===== src/rtl/uart_defs.sv =====
// Shared UART definitions: frame state encoding, byte type and bit-period derivation.
// Used by both uart_tx and uart_rx.
package uart_defs;

  typedef enum logic [1:0] {
    IDLE  = 2'd0,
    START = 2'd1,
    DATA  = 2'd2,
    STOP  = 2'd3
  } uart_state_t;

  typedef logic [7:0] uart_byte_t;

  localparam int unsigned DATA_BITS = 8;

  // Clock cycles per line bit (integer division).
  function automatic int unsigned cyc_count(input int unsigned sys_clk, input int unsigned baud);
    return sys_clk / baud;
  endfunction

endpackage


===== src/rtl/uart_tx_if.sv =====
// Byte handshake between a producer and the UART transmitter.
interface uart_tx_if;
  import uart_defs::*;

  logic       din_valid;
  uart_byte_t din;
  logic       din_ready;

  modport master (output din_valid, output din, input din_ready);
  modport slave  (input din_valid, input din, output din_ready);

endinterface


===== src/rtl/uart_tx_fifo.sv =====
// Byte buffer for uart_tx; power-of-two depth, pointers wrap naturally.
module uart_tx_fifo
  import uart_defs::*;
#(
  parameter int unsigned DEPTH = 4
) (
  input  logic                   clk,
  input  logic                   rst,
  input  logic                   wr_en,
  input  uart_byte_t             wr_data,
  input  logic                   pop,
  output uart_byte_t             dout,
  output logic                   full,
  output logic                   empty,
  output logic [$clog2(DEPTH):0] count
);

  localparam int unsigned PTR_W = $clog2(DEPTH);
  localparam int unsigned LVL_W = PTR_W + 1;

  uart_byte_t       mem [DEPTH];
  logic [PTR_W-1:0] wr_ptr;
  logic [PTR_W-1:0] rd_ptr;
  logic             push;
  logic             do_pop;

  assign full   = (count == LVL_W'(DEPTH));
  assign empty  = (count == '0);
  assign push   = wr_en & ~full;
  assign do_pop = pop & ~empty;
  assign dout   = mem[rd_ptr];

  always_ff @(posedge clk) begin
    if (push) mem[wr_ptr] <= wr_data;
  end

  always_ff @(posedge clk or posedge rst) begin
    if (rst) begin
      wr_ptr <= '0;
      rd_ptr <= '0;
      count  <= '0;
    end else begin
      if (push)   wr_ptr <= wr_ptr + PTR_W'(1);
      if (do_pop) rd_ptr <= rd_ptr + PTR_W'(1);
      case ({push, do_pop})
        2'b10:   count <= count + LVL_W'(1);
        2'b01:   count <= count - LVL_W'(1);
        default: count <= count;
      endcase
    end
  end

endmodule


===== src/rtl/uart_tx.sv =====
// 8N1 UART transmitter with a small byte buffer in front of the frame shifter.
module uart_tx
  import uart_defs::*;
#(
  parameter int unsigned SYSTEM_CLOCK = 32000000,
  parameter int unsigned BAUD_RATE    = 9600,
  parameter int unsigned FIFO_DEPTH   = 4
) (
  input  logic      clk,
  input  logic      rst,
  uart_tx_if.slave  bus,
  output logic      tx,
  output logic      busy
);

  localparam int unsigned CYC_COUNT = cyc_count(SYSTEM_CLOCK, BAUD_RATE);
  localparam int unsigned CNT_W     = $clog2(CYC_COUNT) + 1;
  localparam int unsigned LVL_W     = $clog2(FIFO_DEPTH) + 1;
  localparam logic [CNT_W-1:0] LAST_CYC = CNT_W'(CYC_COUNT - 1);
  localparam logic [2:0]       LAST_BIT = 3'(DATA_BITS - 1);

  uart_state_t      state_q, state_d;
  logic [CNT_W-1:0] cnt_q, cnt_d;
  logic [2:0]       bit_q, bit_d;
  uart_byte_t       shreg_q, shreg_d;
  logic             tx_d;
  logic             ready_en_q;
  logic             pop;
  logic             wr_en;
  uart_byte_t       fifo_dout;
  logic             fifo_full;
  logic             fifo_empty;
  logic [LVL_W-1:0] fifo_count;

  // ready_en_q keeps din_ready low through reset and lifts it on the first edge after.
  assign bus.din_ready = ready_en_q & ~fifo_full;
  assign wr_en         = bus.din_valid & bus.din_ready;
  assign busy          = (state_q != IDLE) || (fifo_count != '0);

  uart_tx_fifo #(.DEPTH(FIFO_DEPTH)) u_fifo (
    .clk     (clk),
    .rst     (rst),
    .wr_en   (wr_en),
    .wr_data (bus.din),
    .pop     (pop),
    .dout    (fifo_dout),
    .full    (fifo_full),
    .empty   (fifo_empty),
    .count   (fifo_count)
  );

  always_ff @(posedge clk or posedge rst) begin
    if (rst) begin
      state_q    <= IDLE;
      cnt_q      <= '0;
      bit_q      <= '0;
      shreg_q    <= '0;
      tx         <= 1'b1;
      ready_en_q <= 1'b0;
    end else begin
      state_q    <= state_d;
      cnt_q      <= cnt_d;
      bit_q      <= bit_d;
      shreg_q    <= shreg_d;
      tx         <= tx_d;
      ready_en_q <= 1'b1;
    end
  end

  // tx_d reflects the current state, so the line lags the state by one cycle uniformly.
  always_comb begin
    state_d = state_q;
    cnt_d   = cnt_q;
    bit_d   = bit_q;
    shreg_d = shreg_q;
    tx_d    = 1'b1;
    pop     = 1'b0;
    unique case (state_q)
      IDLE: begin
        cnt_d = '0;
        if (!fifo_empty) begin
          pop     = 1'b1;
          shreg_d = fifo_dout;
          state_d = START;
        end
      end
      START: begin
        tx_d = 1'b0;
        if (cnt_q == LAST_CYC) begin
          cnt_d   = '0;
          bit_d   = '0;
          state_d = DATA;
        end else begin
          cnt_d = cnt_q + CNT_W'(1);
        end
      end
      DATA: begin
        tx_d = shreg_q[0];
        if (cnt_q == LAST_CYC) begin
          cnt_d   = '0;
          shreg_d = {1'b0, shreg_q[7:1]};
          if (bit_q == LAST_BIT) state_d = STOP;
          else                   bit_d   = bit_q + 3'(1);
        end else begin
          cnt_d = cnt_q + CNT_W'(1);
        end
      end
      STOP: begin
        tx_d = 1'b1;
        if (cnt_q == LAST_CYC) begin
          cnt_d = '0;
          if (!fifo_empty) begin
            pop     = 1'b1;
            shreg_d = fifo_dout;
            state_d = START;
          end else begin
            state_d = IDLE;
          end
        end else begin
          cnt_d = cnt_q + CNT_W'(1);
        end
      end
      default: state_d = IDLE;
    endcase
  end

endmodule


===== src/flat_wrapper.sv =====
// flat-port wrapper written by rule: the top's interface ports become plain ports
module uart_tx_flat import uart_defs::*;
#(
  parameter int unsigned SYSTEM_CLOCK = 32000000,
  parameter int unsigned BAUD_RATE    = 9600,
  parameter int unsigned FIFO_DEPTH   = 4
)
  (clk, rst, tx, busy, bus_din_valid, bus_din, bus_din_ready);
  uart_tx_if bus_i ();
  input  logic clk;
  input  logic rst;
  output logic tx;
  output logic busy;
  input wire logic [$bits(bus_i.din_valid)-1:0] bus_din_valid;
  input wire logic [$bits(bus_i.din)-1:0] bus_din;
  output wire logic [$bits(bus_i.din_ready)-1:0] bus_din_ready;
  assign bus_i.din_valid = bus_din_valid;
  assign bus_i.din = bus_din;
  assign bus_din_ready = bus_i.din_ready;
  uart_tx #(.SYSTEM_CLOCK(SYSTEM_CLOCK), .BAUD_RATE(BAUD_RATE), .FIFO_DEPTH(FIFO_DEPTH)) u_core (.clk(clk), .rst(rst), .bus(bus_i), .tx(tx), .busy(busy));
endmodule

===== config.mk =====
export PLATFORM = sky130hd
export DESIGN_NAME = uart_tx_flat
export DESIGN_NICKNAME = d
export VERILOG_FILES = /design/src/rtl/uart_defs.sv /design/src/rtl/uart_tx_if.sv /design/src/rtl/uart_tx_fifo.sv /design/src/rtl/uart_tx.sv /design/src/flat_wrapper.sv
export SDC_FILE = /design/constraint.sdc
export NUM_CORES = 1
export LEC_CHECK = 0
export BUFFER_PORTS_ARGS = -buffer_cell sky130_fd_sc_hd__buf_2
export CORE_UTILIZATION = 25
export DETAILED_ROUTE_END_ITERATION = 8
export PLACE_DENSITY_LB_ADDON = 0.15
export SYNTH_ARGS = -nofsm -noshare
export SYNTH_HDL_FRONTEND = slang
export SYNTH_SLANG_ARGS = --single-unit
export TNS_END_PERCENT = 100

===== constraint.sdc =====
create_clock -name clk -period 2.19 [get_ports clk]
set_input_delay 0.438 -clock clk [delete_from_list [all_inputs] [get_ports clk]]
set_output_delay 0.438 -clock clk [all_outputs]
set_load 0.02 [all_outputs]

; Word level (Yosys, flattened, before mapping)
; Memory sizes are Yosys's and may differ from the RTL's.
; Index checks and enable logic that the tools add are counted.
[classes]
n_mux = 24
reduce_logical = 12
bitwise_logic = 6
add_sub_neg = 6
eq_ne = 14
[ops]
columns = operator, n
row1 = 13-bit one-hot mux with 2 select lines, 1
row2 = 8-bit two-way mux, 3
row3 = 8-bit one-hot mux with 3 select lines, 1
row4 = 13-bit by 1-bit adder with 13-bit output (second input constant), 1
row5 = 13-bit by 12-bit == test with 1-bit output (second input constant), 1
row6 = 13-bit two-way mux, 1
row7 = 3-bit one-hot mux with 2 select lines, 2
row8 = 2-bit two-way mux, 5
row9 = 3-bit two-way mux, 3
row10 = 2-bit by 1-bit != test with 1-bit output (second input constant), 4
row11 = 2-bit one-hot mux with 4 select lines, 1
row12 = 3-bit by 1-bit adder with 3-bit output (second input constant), 2
row13 = 2-bit == test (second input constant), 3
row14 = 3-bit == test (second input constant), 2
row15 = 2-bit nonzero test, 3
row16 = 3-bit nonzero test, 2
row17 = 1-bit two-way mux, 5
row18 = 5-bit AND reduction, 1
row19 = 2-bit by 1-bit adder with 2-bit output (second input constant), 2
row20 = 1-bit bitwise AND, 4
row21 = 2-bit by 1-bit == test with 1-bit output (second input constant), 2
row22 = 2-bit != test (second input constant), 2
row23 = 1-bit one-hot mux with 2 select lines, 2
row24 = 4-bit AND reduction, 1
row25 = other kinds (7), 8
[word_totals]
input_bits = 11
ff_bits = 35
n_memories = 1
ram_bits = 32
wordCells = 72
output_inout_bits = 3
[mem_list]
columns = name, depth, width, read_ports, rd_clocked_by_memory_dff, write_ports, line
row1 = u_core.u_fifo.mem, 4, 8, 1, 0, 1, uart_tx_fifo.sv:21  ; uart_byte_t mem [DEPTH];

; Longest topological paths before layout
; Gate-level depths: netlist (run 1).
[logic_depth]
word_depth = 7
mapped_depth = 11

; Cells and area by module
; A second synthesis (run 1) with hierarchy kept.
[unflattened]
cells_unflattened = 227
area_unflattened_um2 = 3150.5
[by_module_without_submodules]
columns = mod, area_per_inst_um2, cells_each, instances, seq_area_each_um2
row1 = uart_tx_fifo, 1596.5, 80, 1, 1136.1
row2 = uart_tx, 1554.0, 147, 1, 701.9

; Worst setup path before layout (run 1)
; No wires, ideal clock.
[synth_timing]
kind = register to register
from = reg u_core.cnt_q[0]
to = reg u_core.u_fifo.count[2]
slack_ps = -239
path_stages_with_launch = 12
arrival_time_ps = 2350
setup_time_ps = 79
t_required_ps = 2111
path_cell_list = dfrtp_1 > inv_1 > ha_1 > and4bb_2 > a41oi_1 > nor3_1 > ha_1 > inv_1 > fa_1 > xor2_1 > nor2_1 > xor2_1
[synth_between]
elab_chain_cells = 6
word_cells_on_any_way = 8
cone_classes = eq/ne (3) / mux (3) / bitwise (1) / reduce/logical (1)
[synth_rtl]
columns = item, line
row1 = start: declaration, uart_tx.sv:23  ; logic [CNT_W-1:0] cnt_q, cnt_d;
row2 = start signal: assignment, uart_tx.sv:62  ; cnt_q <= cnt_d;
row3 = 13-bit by 12-bit == test with 1-bit output (*), uart_tx.sv:110  ; if (cnt_q == LAST_CYC) begin
row4 = 1-bit two-way mux (*), uart_tx.sv:110
row5 = 1-bit one-hot mux with 2 select lines (*), uart_tx.sv:78  ; unique case (state_q)
row6 = 1-bit bitwise AND (*), uart_tx_fifo.sv:30  ; assign do_pop = pop & ~empty;
row7 = net u_core.u_fifo.do_pop, uart_tx_fifo.sv:25  ; logic do_pop;
row8 = 2-bit by 1-bit == test with 1-bit output or 2-bit == test (tied branches), uart_tx_fifo.sv:45  ; case ({push, do_pop})
row9 = 3-bit one-hot mux with 2 select lines or 2-bit nonzero test (tied branches), --
row10 = end signal: assignment, uart_tx_fifo.sv:46  ; 2'b10: count <= count + LVL_W'(1);
row11 = end signal: assignment, uart_tx_fifo.sv:47  ; 2'b01: count <= count - LVL_W'(1);
row12 = end signal: assignment, uart_tx_fifo.sv:48  ; default: count <= count;
row13 = end: declaration, uart_tx_fifo.sv:15  ; output logic [$clog2(DEPTH):0] count
; Mark *: on every way through the listed nets, which the timed path passes. The rest lies on a longest branch.
; A chain may end at the register's enable or synchronous reset.

; Worst setup path in the final report (run 1)
; Ends and elaborated chain as after synthesis.

==> run summary, run 1 <==
Core Region - 12,100 sq um
Crit path cell chain - inv_2 -> ha_1 -> and4bb_2 -> a41oi_2 -> nor3_2 -> ha_2 -> inv_2 -> fa_2 -> xor2_1 -> nor2_1 -> xor2_1
Pin count of the biggest net entering global routing - 36
Final Non-Filler Cells - 444
GRT overflow - 0
Final number of setup-violating endpoints - 1
Seq/Total Area, Yosys - 58.9%
Syn Inst Count - 220
Reg clk slew, reported paths - 0.06 ns
Pwr Density - 831 nW/um^2
First-pass GRT wire length - 10,000 um
Mean area per synthesized cell - 14.2 sq um
DR vias/cell - 4.16
Total clock sinks - 67
Post-synth EDFFs - 32
CP delay by family, top - adder cells
CP max stage delay - 0.38 ns
Crit Path Max Fanout - 2
Asr flop ratio synth - 52.2%
Remaining DRCs - 0
ANT cells - 0
CTS root buffer - clkbuf_16
Pins over their slew limit - 0
Gr usage total - 10.5%
Crit Path Class - flip-flop to flip-flop
Initial antenna violation count - 0
Post-synthesis cell area - 3120 sq um
Max-cap violations - 0
1st-iter DRT viols - 91
Ratio of cells with drive above 1 in the final layout - 36.2%
Tmin final - 2.23 ns
Worst Path Buf+Inv - 2
Crit path capture type - flip-flop
CP max stage cell - dfrtp_1
Cell Rows - 40
Worst path required time - 2.45 ns
Endpoints failing hold - 0
Fin Hold WS - 0.205 ns
Initial Util - 25.8%
Startpoint types - flip-flop
RSZ-0062 raised after global routing - yes
RR Startpoint - u_core.cnt_q[0]$_DFF_PP0_
Vias in the first global route - 2,050
Antenna Nets Post-Route - 0
Clock skew - 0.00721 ns
Failing checks - negative setup slack
Placer congestion estimate - 0.702
Period utilization - 102%
Status - finished, violations left
Crit path arrival time - 2.49 ns
Wire per inst - 13.2 um
Lkg Pwr - 1.59 nW
Syn. warnings - 0
Main synth FF type - dfrtp_1
Die Span X - 114 um
IO buf count - 13
Net Count, Synth - 247
Setup ws final - -0.0354 ns
Via count - 1,849
Worst skew pair latency - 0.34 ns
TritonRoute pass-1 iters - 5
Die ar. - 12,900 sq um
Hold Path Class - input port to async pin
Die height - 114 um
Cell Count Post-Placement - 425
Synth unique cells - 41
DP HPWL - 4040 um
Synth Register Bits - 67
CTS tree - done
WL final - 5840 um
Nets - 298
Maximum VDD drop - 0.000342 V
Fmax - 0.449 GHz
Clock tree buffer depth - 2
TritonCTS Buffers - 9
Num ports - 14
H-Tree Depth - 3
Worst Setup SP - u_core.cnt_q[0]$_DFF_PP0_
Synthesis-to-finish area growth - 26.6%
[placed cells by master, fill, tap and decap left out, types with 3 or more instances in the layout]
cell | netlist | layout
nand3_1 | 5 | 5
clkbuf_16 | 0 | 9
ha_1 | 15 | 14
and3_1 | 7 | 7
buf_4 | 1 | 29
inv_2 | 0 | 3
xor2_1 | 6 | 6
edfxtp_1 | 32 | 32
nor3_1 | 8 | 7
nand2_1 | 5 | 5
mux4_2 | 8 | 8
dfrtp_1 | 34 | 34
inv_6 | 0 | 3
xnor2_1 | 11 | 11
mux2_2 | 17 | 17
buf_2 | 1 | 13
nor2_1 | 18 | 18
inv_1 | 17 | 14
[worst register-to-register path: stages, from the launching register on]
cell and delay, ns:
dfrtp_1 0.38, inv_2 0.06, ha_1 0.13, and4bb_2 0.26, a41oi_2 0.12, nor3_2 0.19
ha_2 0.23, inv_2 0.04, fa_2 0.33, xor2_1 0.15, nor2_1 0.11, xor2_1 0.14
[power by group]
part | internal (W) | leakage [nW] | switching [W]
clock | 0.000895 | 0.144 | 0.000571
sequential | 0.00144 | 0.723 | 0.0000545
combinational | 0.000139 | 0.727 | 0.000187
total | 0.00247 | 1.59 | 0.000812
[sequential cells by signal (all words and copies together) (netlist names)]
register,cells
u_core.tx,1
u_core.u_fifo.count,3
u_core.ready_en_q,1
u_core.state_q,2
u_core.u_fifo.mem,32
u_core.cnt_q,13
u_core.u_fifo.wr_ptr,2
u_core.shreg_q,8
u_core.u_fifo.rd_ptr,2
u_core.bit_q,3
[cell families (layout without fill, tap and decap cells)]
logic type | Yosys count | after routing | share of synthesized area [%]
compound gates | 13 | 13 | 3.77
flops | 67 | 67 | 58.9
mux | 26 | 26 | 12.2
simple gates | 59 | 59 | 10.9
buf+inv | 21 | 77 | 2.68
xor+xnor | 17 | 17 | 4.77
other cells | 1 | 1 | 0.120
fa+ha+maj | 16 | 16 | 6.65
[what timing repair did]
action,CTS,global route
buffers inserted,1,2
hold buffers,0,0
setup endpoints to repair,2,2
pin swaps,3,0
gates cloned,0,0
resized for setup,0,2
[synthesized netlist by cell type (2+ instances only)]
master,number,area [sq um]
a21oi_1,2,10.0
a221o_1,2,20.0
a22o_1,2,17.5
and2_1,2,12.5
and3_1,7,43.8
and4bb_2,2,25.0
clkbuf_1,2,7.51
dfrtp_1,34,851
edfxtp_1,32,961
ha_1,15,188
inv_1,17,63.8
mux2_2,17,191
mux4_2,8,180
nand2_1,5,18.8
nand3_1,5,25.0
nand4_1,2,12.5
nor2_1,18,67.6
nor3_1,8,40.0
nor4_1,2,12.5
o21ai_0,2,10.0
xnor2_1,11,96.3
xor2_1,6,52.6
[metal layers]
| layer | GRT usage [%] | vias up | wire length (um) |
|---|---|---|---|
| met4 | 6.84 | 0 | 171 |
| li1 | - | 901 | - |
| met2 | 16.3 | 21 | 2720 |
| met3 | 2.55 | 11 | 143 |
| met5 | 0 | - | 0 |
| met1 | 13.0 | 916 | 2810 |
[path summary, 6_finish.rpt]
kind / endpoint / depth (start not counted) / slack [ns]
max: u_core.u_fifo.count[2]$_DFFE_PP0P_ / 11 / -0.04
min: u_core.cnt_q[3]$_DFF_PP0_ / 3 / 0.20
max reg2reg: u_core.u_fifo.count[2]$_DFFE_PP0P_ / 11 / -0.04
min reg2reg: u_core.shreg_q[5]$_DFFE_PP0P_ / 1 / 0.50
max in group asynchronous: u_core.tx$_DFF_PP1_ / 3 / 1.63
min in group clk: u_core.u_fifo.mem[0][3]$_DFFE_PP_ / 1 / 0.32
[per-stage QoR]
stage / cell area (sq um) / utilization [%] / worst slack (ns) / TNS (ns) / total power (W)
after floorplan: 3140 / - / -0.107 / -0.107 / 0.00173
after CTS: 3940 / 32.5 / -0.0641 / -0.0641 / 0.00335
final: 3960 / 32.7 / -0.0354 / -0.0354 / 0.00329
after global placement: 3630 / 30.0 / -0.0403 / -0.0403 / 0.00184
after detailed placement: 3630 / 30.0 / -0.119 / -0.121 / 0.00185
after global routing: 3960 / 32.7 / -0.216 / -0.262 / 0.00346
[cell type report]
type / count / area [sq um]
clock inverter: 6 / 72.6
sequential: 67 / 1840
tap: 168 / 210
timing repair buffer: 44 / 323
inverter: 17 / 63.8
fill: 1243 / 8160
multi-input combinational: 132 / 1220
clock buffer: 10 / 229
(Power assumes the default switching activity.)
==> run 2: changes to the inputs <==
--- a/config.mk
+++ b/config.mk
@@ -6,10 +6,12 @@
 export NUM_CORES = 1
 export LEC_CHECK = 0
 export BUFFER_PORTS_ARGS = -buffer_cell sky130_fd_sc_hd__buf_2
-export CORE_UTILIZATION = 25
+export CORE_MARGIN = 2
+export CORE_UTILIZATION = 45
 export DETAILED_ROUTE_END_ITERATION = 8
 export PLACE_DENSITY_LB_ADDON = 0.15
 export SYNTH_ARGS = -nofsm -noshare
 export SYNTH_HDL_FRONTEND = slang
+export SYNTH_HIERARCHICAL = 1
 export SYNTH_SLANG_ARGS = --single-unit
 export TNS_END_PERCENT = 100
==> run summary, run 2 <==
Clock skew - 0.0102 ns (+0.00296 ns)
TritonCTS Buffers - 9 (unchanged)
Mean area per synthesized cell - 13.9 sq um (-2.2%)
Asr flop ratio synth - 52.2% (unchanged)
H-Tree Depth - 3 (unchanged)
Area of the multi-input gates - 1270 sq um (+4.3%)
Met3 WL post-DR - 171 um (+20%)
Slew @ Worst Pin - 0.500 ns
Pre-CTS setup slack - -0.459 ns (-0.340 ns)
Vias in the first global route - 1,940 (-5.4%)
Pins over their slew limit - 0 (unchanged)
First-pass GRT wire length - 8930 um (-11%)
Lkg Pwr - 1.59 nW (-0.17%)
Fin area - 3870 sq um (-2.2%)
WL met1 - 2340 um (-17%)
Die Span X - 87.7 um (-23%)
RSZ-0062 raised after global routing - yes
Setup TNS - -0.672 ns (-0.636 ns)
Yosys top cell area share - 30.5% (-0.27 points)
Synthesis-to-finish area growth - 22.8%
Crit path arrival time - 2.88 ns (+0.39 ns)
Post-synthesis cell area - 3150 sq um (+0.88%)
CTS tree - done
Reg with most FFs - u_core/u_fifo/mem
Post-synth top cells - dfrtp_1 (34), edfxtp_1 (32), inv_1 (17)
Worst skew pair latency - 0.34 ns (about the same)
Cell Count Post-Placement - 358 (-16%)
Synth top area cells - edfxtp_1 (31%), dfrtp_1 (27%), mux4_2 (5.7%)
Number of flip-flops in the largest register - 32 (unchanged)
DR vias/cell - 4.86 (+17%)
Endpoints failing hold - 0 (unchanged)
Count leader, synth - dfrtp_1
Setup ws final - -0.435 ns (-0.399 ns)
Worst path required time - 2.45 ns (about the same)
Final Non-Filler Cells - 382 (-14%)
1st-iter DRT viols - 78 (-14%)
Syn Inst Count - 227 (+3.2%)
Via count - 1,856 (+0.38%)
Register area - 1840 sq um (unchanged)
Final number of setup-violating endpoints - 2 (+1)
Commonest non-fill, non-tap cell in the layout - dfrtp_1
WL final - 5170 um (-12%)
Fmax - 0.381 GHz (-15%)
Core Region - 6790 sq um (-44%)
Remaining DRCs - 0 (unchanged)
CTS root buffer - clkbuf_8
Pwr Total - 0.00296 W (-9.9%)
Synth Register Bits - 67 (unchanged)
ANT cells - 0 (unchanged)
Main synth FF type - dfrtp_1
Post-synth EDFFs - 32 (unchanged)
Gr usage total - 15.5% (+5.1 points)
Wire per inst - 13.5 um (+2.8%)
Tmin final - 2.62 ns (+0.399 ns)
Nets - 307 (+3.0%)
Maximum VDD drop - 0.000612 V (+79%)
Total clock sinks - 67 (unchanged)
Synth unique cells - 49 (+20%)
Period utilization - 120% (+18 points)
Clock tree buffer depth - 2 (unchanged)
Highest metal used - met4
Crit Path Class - flip-flop to flip-flop
Die ar. - 7690 sq um (-41%)
Hold Path Class - input port to async pin
Pwr Density - 766 nW/um^2 (-7.9%)
Syn. warnings - 6 (+6)
IO buf count - 13 (unchanged)
Crit Path Max Fanout - 2 (unchanged)
Cell Rows - 30 (-25%)
Startpoint types - flip-flop
Largest regs - u_core/u_fifo/mem (32), u_core/cnt_q (13), u_core/shreg_q (8)
Reg clk slew, reported paths - 0.08 ns (+0.02 ns)
Seq/Total Area, Yosys - 58.3% (-0.51 points)
Status - finished, violations left
DP HPWL - 3610 um (-11%)
Max-cap violations - 0 (unchanged)
Die height - 87.7 um (-23%)
GRT overflow - 0 (unchanged)
Post-CTS Hold Fix Bufs - 0 (unchanged)
Area leader, netlist - edfxtp_1
Num ports - 14 (unchanged)
Failing checks - negative setup slack
Most frequent cells in the layout - dfrtp_1 (34), buf_4 (33), edfxtp_1 (32)
DR WL met2 - 2610 um (-3.9%)
Slew Limit Headroom - 66.6%
Net Count, Synth - 253 (+2.4%)
Antenna Nets Post-Route - 0 (unchanged)
Crit path capture type - flip-flop
Initial antenna violation count - 0 (unchanged)
Initial Util - 46.4% (+21 points)
Pin count of the biggest net entering global routing - 29 (-19%)
Layout fillers - 538 (-57%)
Placer congestion estimate - 0.770 (+9.7%)
Cell area after placement - 3560 sq um (-2.0%)
TritonRoute pass-1 iters - 4 (-1)
Ratio of cells with drive above 1 in the final layout - 35.0% (-1.3 points)
run 2: power breakdown:
| part | internal, W | switching [W] | leakage (nW) |
|---|---|---|---|
| Clock | 0.000543 | 0.000504 | 0.101 |
| Sequential | 0.00144 | 0.0000556 | 0.723 |
| Combinational | 0.000208 | 0.000213 | 0.767 |
| Total | 0.00219 | 0.000773 | 1.59 |
run 2: layout make-up:
class                   count  share of cell area [%]
well taps                  96                    3.10
flip-flops and latches     67                    47.5
clock inverters             7                    2.10
inverters                  17                    1.65
multi-input cells         137                    32.9
clock buffers               9                    3.20
repair buffers             49                    9.57
run 2: worst max-delay path: stages, from the launching register on:
cell     delay, ns
dfrtp_1       0.38
or4_4         0.55
nor4_4        0.18
a21oi_1       0.10
nor3_1        0.16
o31a_2        0.21
ha_4          0.14
inv_2         0.03
fa_2          0.32
xor2_1        0.14
nor2_1        0.13
xor2_1        0.19
run 2: worst paths after layout:
check | cells past startpoint | end | slack (ns) | startpoint
setup / recovery | 11 | u_core/u_fifo/count[2]$_DFFE_PP0P_ | -0.43 | u_core/cnt_q[9]$_DFF_PP0_
hold / removal | 2 | u_core/u_fifo/rd_ptr[0]$_DFFE_PP0P_ | 0.03 | rst
setup reg to reg | 11 | u_core/u_fifo/count[2]$_DFFE_PP0P_ | -0.43 | u_core/cnt_q[9]$_DFF_PP0_
hold reg to reg | 1 | u_core/shreg_q[3]$_DFFE_PP0P_ | 0.49 | u_core/shreg_q[3]$_DFFE_PP0P_
max in group asynchronous | 3 | u_core/tx$_DFF_PP1_ | 1.72 | rst
min in group clk | 1 | u_core/u_fifo/mem[0][1]$_DFFE_PP_ | 0.31 | bus_din[1]
run 2: cells by family (layout without fill, tap and decap cells):
kind of cell	after synthesis	in the layout	synth area share, %
flip-flops	67	67	58.3
AO/OA/AOI/OAI	16	16	3.49
buffers and inverters	23	82	2.90
multiplexers	26	26	12.2
other	1	1	0.119
adder cells (fa/ha/maj)	15	15	6.20
AND/OR/NAND/NOR	62	62	12.0
XOR/XNOR	17	17	4.73
run 2: layer usage:
layer | vias up | GRT usage [%]
li1 | 919 | -
met1 | 917 | 19.1
met2 | 16 | 25.6
met3 | 4 | 5.47
met4 | 0 | 5.45
met5 | - | 0
run 2: per-stage QoR:
step                      hold WS [ns]  util (%)
final                           0.0252      56.9
after global routing            0.0438      56.9
after CTS                       0.0187      56.6
after detailed placement         0.404      52.4
after global placement           0.396      52.4
after floorplan                  0.241         -
run 2: timing repair:
| item | CTS | global route |
|---|---|---|
| resized for setup | 9 | 1 |
| cloned | 0 | 0 |
| buffers inserted | 5 | 3 |
| pin swaps | 0 | 3 |
| endpoints found under the setup margin | 3 | 4 |
==> run 3: changes to the inputs <==
--- a/config.mk
+++ b/config.mk
@@ -5,10 +5,10 @@
 export SDC_FILE = /design/constraint.sdc
 export NUM_CORES = 1
 export LEC_CHECK = 0
-export BUFFER_PORTS_ARGS = -buffer_cell sky130_fd_sc_hd__buf_2
 export CORE_MARGIN = 2
 export CORE_UTILIZATION = 45
 export DETAILED_ROUTE_END_ITERATION = 8
+export DONT_BUFFER_PORTS = 1
 export PLACE_DENSITY_LB_ADDON = 0.15
 export SYNTH_ARGS = -nofsm -noshare
 export SYNTH_HDL_FRONTEND = slang
==> run summary, run 3 (synthesis gave the netlist of run 2 again) <==
Total clock sinks - 67 (unchanged)
Hold Path Class - input port to async pin
Wire per inst - 14.4 um (+6.2%)
Initial antenna violation count - 0 (unchanged)
Most used cell, CP - xor2_1
Clock skew - 0.00474 ns (-0.00542 ns)
Worst Setup SP - u_core/cnt_q[9]$_DFF_PP0_
Period utilization - 118% (-2.3 points)
Crit path arrival time - 2.83 ns (-0.05 ns)
Gr usage total - 15.5% (-0.082 points)
Reg with most FFs - u_core/u_fifo/mem
Remaining DRCs - 0 (unchanged)
DP HPWL - 3640 um (+1.0%)
CP delay by family, top - simple AND/OR/NAND/NOR gates
Max-cap violations - 0 (unchanged)
TritonRoute pass-1 iters - 4 (unchanged)
Crit Path Class - flip-flop to flip-flop
Worst skew pair latency - 0.34 ns (about the same)
Number of flip-flops in the largest register - 32 (unchanged)
Synthesis-to-finish area growth - 18.3%
Commonest non-fill, non-tap cell in the layout - dfrtp_1
GRT overflow - 0 (unchanged)
Status - finished, violations left
1st-iter DRT viols - 87 (+12%)
CP max stage delay - 0.54 ns (about the same)
CTS root buffer - clkbuf_8
RR Startpoint - u_core/cnt_q[9]$_DFF_PP0_
Pins over their slew limit - 0 (unchanged)
Via count - 1,756 (-5.4%)
Tmin final - 2.57 ns (-0.0511 ns)
Crit path cell chain - or4_4 -> nor4_4 -> a21oi_2 -> nor3_2 -> o31a_2 -> ha_4 -> inv_2 -> fa_2 -> xor2_1 -> nor2_1 -> xor2_1
R2r setup slk - -0.38 ns (+0.05 ns)
Startpoint types - flip-flop
Most frequent cells in the layout - dfrtp_1 (33), edfxtp_1 (32), buf_4 (29)
Clock tree buffer depth - 2 (unchanged)
Reg2reg end - u_core/u_fifo/count[2]$_DFFE_PP0P_
CP max stage cell - or4_4
Final number of setup-violating endpoints - 2 (unchanged)
Die ar. - 7690 sq um (unchanged)
Initial Util - 46.4% (unchanged)
Setup ws final - -0.384 ns (+0.0511 ns)
Pin count of the biggest net entering global routing - 29 (unchanged)
Crit path capture type - flip-flop
Die height - 87.7 um (unchanged)
Nets - 289 (-5.9%)
Core Util, Final - 54.9% (-2.1 points)
Reg2Reg Depth - 11 (unchanged)
Largest regs - u_core/u_fifo/mem (32), u_core/cnt_q (13), u_core/shreg_q (8)
CTS tree - done
Reg clk slew, reported paths - 0.07 ns (about the same)
Core Region - 6790 sq um (unchanged)
WL final - 5230 um (+1.2%)
DR vias/cell - 4.82 (-0.71%)
Failing checks - negative setup slack
Die Span X - 87.7 um (unchanged)
Pwr Density - 795 nW/um^2 (+3.8%)
Lkg Pwr - 1.50 nW (-5.8%)
Placer congestion estimate - 0.791 (+2.8%)
Crit Path Max Fanout - 2 (unchanged)
Cell Rows - 30 (unchanged)
Worst Path Buf+Inv - 1 (unchanged)
Endpoints failing hold - 0 (unchanged)
IO buf count - 0 (-13)
RSZ-0062 raised after global routing - yes
Num ports - 14 (unchanged)
Antenna Nets Post-Route - 0 (unchanged)
First-pass GRT wire length - 8890 um (-0.46%)
Worst path required time - 2.45 ns (about the same)
Maximum VDD drop - 0.000464 V (-24%)
H-Tree Depth - 3 (unchanged)
TritonCTS Buffers - 9 (unchanged)
Vias in the first global route - 1,827 (-5.8%)
ANT cells - 0 (unchanged)
Ratio of cells with drive above 1 in the final layout - 29.9% (-5.1 points)
Fmax - 0.389 GHz (+2.0%)
Fin Hold WS - 0.0576 ns (+0.0324 ns)
[run 3: layer usage]
metal  up-vias  global-route usage, %  routed length (um)
met2        29                   23.1                2410
met5         -                      0                   0
li1        880                      -                   -
met1       841                   20.8                2540
met4         0                   7.13                  91
met3         6                   4.71                 190
[run 3: worst max-delay path by stage]
stage / end / slack (ns) / cells after the start
final: u_core/u_fifo/count[2]$_DFFE_PP0P_ / -0.38 / 11
after detailed placement: u_core/u_fifo/count[2]$_DFFE_PP0P_ / -0.40 / 11
after floorplan: u_core/u_fifo/count[2]$_DFFE_PP0P_ / -0.41 / 11
after global routing: u_core/u_fifo/count[2]$_DFFE_PP0P_ / -0.60 / 13
after CTS: u_core/u_fifo/count[2]$_DFFE_PP0P_ / -0.42 / 11
after global placement: u_core/u_fifo/count[2]$_DFFE_PP0P_ / -0.33 / 11
[run 3: worst register-to-register path, delay by kind of cell, from the launching register on]
kind	cells	cell delay (ns)
buffers and inverters	1	0.03
AND/OR/NAND/NOR	4	1.02
AO/OA/AOI/OAI	2	0.29
flip-flops	1	0.38
XOR/XNOR	2	0.30
adder cells (fa/ha/maj)	2	0.47
[run 3: layout make-up]
type	instances	area (sq um)
fill	566	3070
sequential	67	1840
multi-input combinational	137	1250
timing repair buffer	31	248
clock buffer	12	155
tap	96	120
inverter	17	63.8
clock inverter	4	50.0
[run 3: repair_timing]
| action | 4_1_cts | 5_1_grt |
|---|---|---|
| gates cloned | 0 | 0 |
| setup buffers | 0 | 1 |
| pin swaps | 1 | 0 |
| setup endpoints to repair | 3 | 4 |
| resized for setup | 1 | 5 |
| hold buffers | 1 | 0 |
| endpoints found under the hold margin | 7 | 0 |
[run 3: stage by stage]
stage | setup slack (ns) | power (W) | std cells | area, sq um | TNS [ns]
finish | -0.384 | 0.00296 | 364 | 3730 | -0.611
detailed placement | -0.395 | 0.00194 | 346 | 3490 | -0.650
floorplan | -0.410 | 0.00179 | 227 | 3170 | -0.707
global placement | -0.327 | 0.00193 | 346 | 3490 | -0.527
global route | -0.598 | 0.00313 | 364 | 3730 | -0.979
CTS | -0.416 | 0.00300 | 363 | 3710 | -0.681
[run 3: power breakdown]
group	internal [W]	switching, W
clock network	0.000586	0.000459
logic	0.000208	0.000214
registers	0.00144	0.0000552
